$ cat src/rtl/instr_sequencer.sv
// instr_sequencer: program counter, RUN/HALT sequencing and instruction-field
// decode for the 9-bit core front end.
module instr_sequencer #(
  parameter int          PC_W   = 10,
  parameter logic [3:0]  OP_BRC = 4'h2,
  parameter logic [3:0]  OP_RST = 4'hF,
  parameter int          CNT_W  = 16
) (
  input  logic             CLK,
  input  logic             Reset,
  input  logic             Start,
  input  logic [PC_W-1:0]  StartAddr,
  input  logic             Stall,
  input  logic [8:0]       InstIn,
  input  logic [3:0]       BrOffset,
  input  logic             BrSign,
  input  logic             AluReset,
  input  logic             AluHalt,
  output logic [PC_W-1:0]  InstAddr,
  output logic [3:0]       Op,
  output logic             T,
  output logic [3:0]       Rs,
  output logic [4:0]       ImmI,
  output logic [3:0]       ImmX,
  output logic             Valid,
  output logic             Done,
  output logic [CNT_W-1:0] InstCount
);

  typedef enum logic [1:0] {
    S_IDLE,
    S_RUN,
    S_HALT
  } state_t;

  state_t            r_state;
  state_t            w_state_nxt;
  logic [PC_W-1:0]   r_pc;
  logic [PC_W-1:0]   w_pc_nxt;
  logic [PC_W-1:0]   r_start_addr;
  logic [PC_W-1:0]   w_start_nxt;
  logic [CNT_W-1:0]  r_cnt;
  logic [CNT_W-1:0]  w_cnt_nxt;

  logic [PC_W-1:0]   w_pc_inc;
  logic [PC_W-1:0]   w_br_off;
  logic [CNT_W-1:0]  w_cnt_inc;
  logic              w_is_brc;
  logic              w_rst_req;

  // Decode is a set of pure slices of the ROM word.
  assign Op   = InstIn[8:5];
  assign T    = InstIn[4];
  assign Rs   = InstIn[3:0];
  assign ImmI = InstIn[4:0];
  assign ImmX = InstIn[3:0];

  assign w_is_brc  = (InstIn[8:5] == OP_BRC);
  // The ALU raises its reset/halt request only while executing the reset opcode;
  // qualifying with the decoded opcode keeps a stray request from redirecting the PC.
  assign w_rst_req = AluReset && (InstIn[8:5] == OP_RST);

  assign w_pc_inc  = r_pc + {{(PC_W-1){1'b0}}, 1'b1};
  assign w_br_off  = {{(PC_W-4){1'b0}}, BrOffset};
  // Retired-instruction count saturates rather than wrapping.
  assign w_cnt_inc = (r_cnt == '1) ? r_cnt : r_cnt + {{(CNT_W-1){1'b0}}, 1'b1};

  assign InstAddr  = r_pc;
  assign InstCount = r_cnt;
  assign Valid     = (r_state == S_RUN) && !Stall;
  assign Done      = (r_state == S_HALT);

  // State, PC, latched entry address and counter registers.
  always_ff @(posedge CLK or posedge Reset) begin
    if (Reset) begin
      r_state      <= S_IDLE;
      r_pc         <= '0;
      r_start_addr <= '0;
      r_cnt        <= '0;
    end else begin
      r_state      <= w_state_nxt;
      r_pc         <= w_pc_nxt;
      r_start_addr <= w_start_nxt;
      r_cnt        <= w_cnt_nxt;
    end
  end

  // Next-state and next-PC selection; ALU requests outrank branches in RUN.
  always_comb begin
    w_state_nxt = r_state;
    w_pc_nxt    = r_pc;
    w_start_nxt = r_start_addr;
    w_cnt_nxt   = r_cnt;
    case (r_state)
      S_IDLE, S_HALT: begin
        if (Start) begin
          w_state_nxt = S_RUN;
          w_pc_nxt    = StartAddr;
          w_start_nxt = StartAddr;
          w_cnt_nxt   = '0;
        end
      end
      S_RUN: begin
        if (!Stall) begin
          if (w_rst_req && AluHalt) begin
            w_state_nxt = S_HALT;
            w_cnt_nxt   = w_cnt_inc;
          end else if (w_rst_req) begin
            w_pc_nxt  = r_start_addr;
            w_cnt_nxt = '0;
          end else begin
            w_cnt_nxt = w_cnt_inc;
            if (w_is_brc) begin
              w_pc_nxt = BrSign ? (r_pc - w_br_off) : (r_pc + w_br_off);
            end else begin
              w_pc_nxt = w_pc_inc;
            end
          end
        end
      end
      default: begin
        w_state_nxt = S_IDLE;
      end
    endcase
  end

endmodule
$ cat config.mk
export PLATFORM = sky130hd
export DESIGN_NAME = instr_sequencer
export DESIGN_NICKNAME = d
export VERILOG_FILES = /design/src/rtl/instr_sequencer.sv
export SDC_FILE = /design/constraint.sdc
export NUM_CORES = 1
export LEC_CHECK = 0
export ABC_AREA = 1
export BUFFER_PORTS_ARGS = -buffer_cell sky130_fd_sc_hd__clkbuf_2
export CAP_MARGIN = 20
export CORE_ASPECT_RATIO = 1.25
export CORE_MARGIN = 4
export CORE_UTILIZATION = 45
export DETAILED_ROUTE_END_ITERATION = 16
export PLACE_DENSITY = 0.68
export SKIP_CTS_REPAIR_TIMING = 1
export SLEW_MARGIN = 0
export SYNTH_ARGS = -nofsm -noshare
export SYNTH_HDL_FRONTEND = slang
export SYNTH_SLANG_ARGS = --single-unit
$ cat constraint.sdc
create_clock -name CLK -period 2 [get_ports CLK]
set_input_delay 0.4 -clock CLK [delete_from_list [all_inputs] [get_ports CLK]]
set_output_delay 0.4 -clock CLK [all_outputs]
set_load 0.05 [all_outputs]
-- Yosys cells after proc, flatten, opt, wreduce, memory -nomap -nowiden
Cells that the tools add are included.
- logic and storage cells: 45
- register bits: 38
- input port bits: 30
- equality and inequality tests: 9
- mux-type cells: 17
- $add $sub $neg: 4
- reductions and logical operators: 11
- operators by type and width (cell ; count):
    16-bit 2-to-1 mux ; 5
    10-bit 2-to-1 mux ; 6
    16-bit case mux with 2 select lines ; 1
    10-bit case mux with 2 select lines ; 1
    16-bit by 1-bit adder with 16-bit output (second input constant) ; 1
    16-bit equality test (second input constant) ; 1
    10-bit by 1-bit adder with 10-bit output (second input constant) ; 1
    10-bit by 4-bit adder with 10-bit output ; 1
    10-bit by 4-bit subtractor with 10-bit output ; 1
    2-bit 2-to-1 mux ; 3
    2-bit inequality test (second input constant) ; 3
    3-bit AND reduction ; 2
    4-bit by 2-bit equality test with 1-bit output (second input constant) ; 1
    4-bit equality test (second input constant) ; 1
    2-bit case mux with 2 select lines ; 1
    4-bit AND reduction ; 1
    1-bit logical AND ; 3
    2-bit by 1-bit equality test with 1-bit output (second input constant) ; 1
    2-bit equality test (second input constant) ; 1
    2-bit logical NOT ; 1
    2-bit by 1-bit inequality test with 1-bit output (second input constant) ; 1
    2-bit AND reduction ; 1
    2-bit nonzero test ; 1
    2-bit OR reduction ; 1
    1-bit logical NOT ; 1

-- Longest topological paths before layout
Gate-level depths: netlist of the first run.
- word-level depth: 7
- gate-level depth with buffers: 17

-- Worst setup path before layout of the first run
OpenSTA, ideal clock, no wires.
- kind: input to register
- start: in InstIn[8]
- end: reg r_pc[6] (netlist: InstAddr[6])
- path buffers: 0
- slack: -291 ps
- arrival: 2171 ps
- cell stages on the path: 14
- cell sequence: or2_2 -> nor2_2 -> inv_1 -> nor2_1 -> inv_1 -> fa_1 -> o21ai_1 -> nand2_1 -> nand2_1 -> nand2_1 -> nand2_1 -> nor2_1 -> o21ai_1 -> nand2_1
- word-level cells in the longest chain between the ends: 6
- elaborated cells on any way between the ends: 11
- those cells by class: 3 x eq/ne; 5 x mux; 3 x reduce/logical
- ends and longest elaborated chain (element ; RTL line ; source):
    start: declaration ; 14 ; input logic [8:0] InstIn,
    4-bit by 2-bit equality test with 1-bit output / 4-bit equality test (equally long branches) ; 58, 61 ;
    10-bit 2-to-1 mux / 1-bit logical AND (equally long branches) ; 113, 61 ;
    10-bit 2-to-1 mux ; 108 ; end else if (w_rst_req) begin
    10-bit 2-to-1 mux ; 105 ; if (w_rst_req && AluHalt) begin
    10-bit 2-to-1 mux ; 104 ; if (!Stall) begin
    10-bit case mux with 2 select lines ; 94 ; case (r_state)
    end signal: assignment ; 82 ; r_pc <= w_pc_nxt;
    end: declaration ; 38 ; logic [PC_W-1:0] r_pc;
Parallel ways exist; a longest one is shown, timed or not. The select of a mux whose other input is x is not followed.
A chain may end at the register's enable or synchronous reset.

-- Worst setup path in the final report of the first run
Ends and elaborated chain as after synthesis.

==> reports/qor.csv, run 1 <==
metric,value,unit
cts_tree,yes,
grt_antenna_before_repair,0,
status,finished with violations,
grt_usage,0.193,
initial_utilization,0.469,
clk_latency,300,ps
core,6290,um2
reg2reg_from,InstAddr[0],
cts.clk_slew.worst_paths,80,ps
synth_fp_nets,468,
synth-seq-area-share,0.323,
synth_flop_cell,dfrtp_1,
htreeDepth,2,
rsz0062_at_grt,true,
holdCritPathClass,input port to async pin,
p_per_area,1190,nW/um2
die-area,7910,um2
critPathLaunchType,input port,
drv_slew,0,
drt_first_pass_iters,4,
ys_ff_latch,38,
violations,setup timing,
utilization,0.582,
synthAdderAreaFrac,0.0577,
syn_area_per_cell,6.93,um2
io_pins,76,
finalHoldViolations,0,
finalCritPeriodShare,1.00,
p_leak,0.00196,uW
num_vias,2818,
setup_ws,-7.95,ps
layout-drive-gt1-share,0.297,
synthCells,425,
skew,9.40,ps
synth_xor_area_frac,0.0119,
synth_edf_count,0,
antenna_cells,0,
die_w,80.4,um
grt_pass1_wl,12300,um
post_drt_wl_per_cell,12.7,um
vias_per_cell,4.89,
synth_top_family_by_area,simple AND/OR/NAND/NOR gates,
ant_nets,0,
cp-end-kind,flip-flop,
cts_buffer_depth,2,
arrival,2200,ps
grt_overflow_total,0,
rr_worst_depth,11,
fmax,498,MHz
yosysWarnings,0,
synth_compound_area_frac,0.144,
cap_violations,0,
root_buffer,clkbuf_8,
drt-initial-drc-count,115,
async_reset_ff_frac,1.00,
synth_cell_types,45,
cts_buffers,5,
cts_sinks,38,
synth_mux_area_frac,0,
die_y,98.5,um
globalplace.congestion,0.954,
grt_max_degree,39,
rows,32,
grt_pass1_vias,2824,
syn_area,2950,um2
drt_wl_total,7300,um
crit_path_start,InstIn[8],
finalPower,4350,uW
path_max_fanout,4,
ir_drop,0.533,mV
setup_viol,2,
slew_headroom,0.662,
synth-simple-area-share,0.313,
tightest_slew,507,ps
drc,0,
dp_hpwl,5720,um
finalCriticalPeriod,2010,ps
required,2190,ps
port_buffers,56,
area_growth,24.1,%
criticalPathCategory,input port to flip-flop,
nNetsFinal,533,
[critical path, stage by stage]
cell	delay [ps]
buf_6	90
or2_4	240
nor2_4	170
nand2_2	90
ha_4	160
fa_2	400
o21ai_4	190
nand2_1	70
nand2_1	80
nand2_1	50
nand2_1	50
nor2_1	40
o21ai_1	110
nand2_1	60
[report_power, final]
| part | total [uW] | internal (uW) | switching (uW) | leakage (uW) |
|---|---|---|---|---|
| Combinational | 2560 | 894 | 1660 | 0.00142 |
| Clock | 558 | 278 | 280 | 0.0000482 |
| Sequential | 1230 | 1020 | 217 | 0.000485 |
[state kept, by name, summed over array words and instances, names as in the netlist]
signal / flops
InstCount: 16
InstAddr: 10
r_start_addr: 10
r_state: 2
[path summary, 6_finish.rpt]
path,to,slack [ps]
max reg2reg,InstAddr[6],250
max in group asynchronous,InstCount[10],1440
max,InstAddr[6],-8
min,r_start_addr[5],200
min in group CLK,r_start_addr[6],330
min reg2reg,r_start_addr[7],470
[synth_stat cells, types with 3 or more instances]
cell / instances / area share
ha_1: 12 / 0.051
nand2_1: 114 / 0.15
o21ai_0: 25 / 0.042
a21oi_1: 19 / 0.032
o21bai_1: 3 / 0.0076
inv_1: 55 / 0.070
nand3_1: 21 / 0.036
nand2_2: 5 / 0.011
o21ai_1: 10 / 0.017
inv_2: 7 / 0.0089
buf_4: 19 / 0.048
nor2_2: 5 / 0.011
xor2_1: 3 / 0.0089
nor3_1: 4 / 0.0068
clkbuf_1: 3 / 0.0038
dfrtp_1: 38 / 0.32
nor2_1: 43 / 0.055
[layout make-up]
class / count / area (um2)
multi-input combinational: 296 / 1730
clock buffer: 7 / 86.3
clock inverter: 1 / 5.00
fill: 601 / 2630
sequential: 38 / 951
tap: 85 / 106
inverter: 66 / 265
timing repair buffer: 83 / 515
[metrics by stage]
stage / hold slack [ps] / setup slack [ps] / cell area (um2) / std cells / TNS, ps
final: 202 / -7.95 / 3660 / 576 / -15.8
after CTS: 209 / -92.6 / 3520 / 575 / -161
after global placement: 449 / -301 / 3430 / 567 / -2280
after global routing: 249 / -173 / 3660 / 576 / -931
after floorplan: 437 / -87.5 / 3030 / 425 / -330
after detailed placement: 454 / -397 / 3430 / 567 / -2640
[routing by layer]
layer / track usage / vias up / part of all wire
li1: - / 1463 / -
met3: 0.0320 / 9 / 0.040
met4: 0.0611 / 0 / 0.014
met1: 0.226 / 1292 / 0.41
met5: 0 / - / 0
met2: 0.350 / 54 / 0.54
[layout by cell type, fill, tap and decap left out, types with 2 or more instances in the layout]
cell type  instances
a21boi_1           3
a21oi_1           15
a21oi_2            3
a21oi_4            3
a31oi_1            2
buf_4             26
buf_6              4
clkbuf_2          52
clkbuf_8           6
dfrtp_1           38
ha_1               6
ha_4               6
inv_1             54
inv_2              7
inv_4              3
nand2_1          112
nand2_2            7
nand2_4            2
nand3_1           19
nand3_2            3
nand4_1            2
nor2_1            40
nor2_2             6
nor2_4             4
nor3_1             3
o211ai_1           2
o21ai_0           21
o21ai_1           13
o21bai_1           3
o31ai_1            2
or2_4              2
xor2_1             3
[logic make-up after synthesis]
group | after synthesis
buf+inv | 91
flops | 38
xor+xnor | 4
simple gates | 205
compound gates | 74
fa+ha+maj | 13
Note: power is estimated with default switching activity, not from simulation.
==> run 2, diff against run 1 <==
--- a/config.mk
+++ b/config.mk
@@ -5,14 +5,13 @@
 export SDC_FILE = /design/constraint.sdc
 export NUM_CORES = 1
 export LEC_CHECK = 0
-export ABC_AREA = 1
 export BUFFER_PORTS_ARGS = -buffer_cell sky130_fd_sc_hd__clkbuf_2
 export CAP_MARGIN = 20
 export CORE_ASPECT_RATIO = 1.25
 export CORE_MARGIN = 4
-export CORE_UTILIZATION = 45
+export CORE_UTILIZATION = 52
 export DETAILED_ROUTE_END_ITERATION = 16
-export PLACE_DENSITY = 0.68
+export PLACE_DENSITY = 0.78
 export SKIP_CTS_REPAIR_TIMING = 1
 export SLEW_MARGIN = 0
 export SYNTH_ARGS = -nofsm -noshare
==> run 2 against run 1 <==
The run still ends with setup timing left. Critical path type unchanged. Largest power group unchanged. Critical path depth decreased by 3. Cell count decreased by 22%. Die area decreased by 21%.
==> reports/qor.csv, run 2 <==
metric,value,unit
syn_area_per_cell,8.48,um2
die_w,71.5,um
rows,28,
cp-end-kind,flip-flop,
globalplace.congestion,0.863,
synth_area_leaders,"dfrtp_1, nand2_1, ha_1",
p_per_area,1140,nW/um2
drt_first_pass_iters,4,
arrival,2660,ps
status,finished with violations,
grt_usage,0.206,
grt_antenna_before_repair,0,
synth_fp_nets,352,
slew_headroom,0.682,
grt_pass1_wl,10300,um
critPathLaunchType,input port,
finalCritPeriodShare,1.24,
finalCriticalPeriod,2470,ps
syn_area,2620,um2
initial_utilization,0.546,
drt-initial-drc-count,111,
synth_flop_cell,dfrtp_1,
grt_pass1_vias,2416,
largest_reg_flops,16,
num_vias,2403,
criticalPathCategory,input port to flip-flop,
cts_sinks,38,
nNetsFinal,429,
finalHoldViolations,0,
rsz0062_at_grt,true,
multi_input_area,1570,um2
synthCells,309,
holdCritPathClass,input port to async pin,
setup_ws,-473,ps
clk_latency,290,ps
cts.clk_slew.worst_paths,80,ps
num-fill-cells,384,
path_max_fanout,4,
wl_met2,3200,um
cap_violations,0,
tns,-2210,ps
ys_ff_latch,38,
die_y,87.4,um
dp_hpwl,4730,um
wl_met1,2520,um
core,4800,um2
io_pins,76,
cts_buffers,5,
p_leak,0.00170,uW
drv_slew,0,
area_growth,27.8,%
grt_max_degree,39,
whs,182,ps
violations,setup timing,
synth-seq-area-share,0.363,
cts_buffer_depth,2,
async_reset_ff_frac,1.00,
post_drt_wl_per_cell,13.9,um
synth_edf_count,0,
yosysMostFrequentCell,nand2_1,
required,2190,ps
yosysTopAreaCell,dfrtp_1,
synth_top_area_frac,0.363,
synth_cell_types,53,
setup_viol,7,
port_buffers,56,
yosysWarnings,0,
ir_drop,0.784,mV
top_layer,met4,
grt_overflow_total,0,
final_cell_mix,"nand2_1, clkbuf_2, buf_4",
layout-drive-gt1-share,0.349,
final_common_cell,nand2_1,
fmax,404,MHz
cts_tree,yes,
drc,0,
root_buffer,clkbuf_8,
htreeDepth,2,
netlist_top_cells_count,"nand2_1, dfrtp_1, nor2_1",
finalPower,3810,uW
seq_area,951,um2
skew,8.60,ps
ant_nets,0,
antenna_cells,0,
vias_per_cell,5.38,
drt_wl_total,6220,um
route.met3.wl,356,um
die-area,6250,um2
tightest_slew,475,ps
==> run 2: per-stage QoR <==
stage,util,instances,cell area (um2),setup slack [ps]
after detailed placement,0.656,438,3150,-756
after floorplan,-,309,2660,-627
after global routing,0.698,447,3350,-598
after global placement,0.656,438,3150,-706
final,0.698,447,3350,-473
after CTS,0.676,446,3240,-439
==> run 2: layout make-up <==
class                   instances  share of cell area
multi-input cells             233               0.468
flip-flops and latches         38               0.284
repair buffers                 96               0.184
clock buffers                   6              0.0246
well taps                      60              0.0224
inverters                      12              0.0134
clock inverters                 2             0.00373
==> run 2: worst max-delay path, stage by stage <==
cell and delay, ps:
clkbuf_2 120, or4b_4 580, a211oi_2 180, ha_1 280, buf_6 120, o21a_1 160
o31a_1 120, o21ai_2 180, a211o_1 160, a31oi_1 90, mux2_4 270
==> run 2: final timing paths <==
kind / start / endpoint / slack (ps) / depth (start not counted)
worst max register to register: InstAddr[0] / InstAddr[6] / -60 / 9
worst min-delay path: Reset / InstCount[4] / 180 / 3
min in group CLK: StartAddr[7] / r_start_addr[7] / 310 / 3
worst min register to register: r_start_addr[8] / r_start_addr[8] / 470 / 2
max in group asynchronous: Reset / InstCount[10] / 1480 / 3
worst max-delay path: InstIn[7] / InstAddr[6] / -470 / 11
==> run 2: cells by family after synthesis <==
group	Yosys count	share of synthesized area
multiplexers	3	0.0119
XOR/XNOR	16	0.0563
AND/OR/NAND/NOR	141	0.256
AO/OA/AOI/OAI	60	0.163
flip-flops	38	0.363
buffers and inverters	38	0.0845
adder cells (fa/ha/maj)	13	0.0649
==> run 2: layer usage <==
metal,track usage,up-vias
met5,0,-
met4,0.0684,0
met3,0.0381,12
met2,0.375,59
met1,0.240,1128
li1,-,1204
==> run 2: report_power, final <==
part	switching, uW	leakage, uW	internal [uW]
Sequential	181	0.000490	995
Combinational	1250	0.00116	834
Clock	279	0.0000472	277
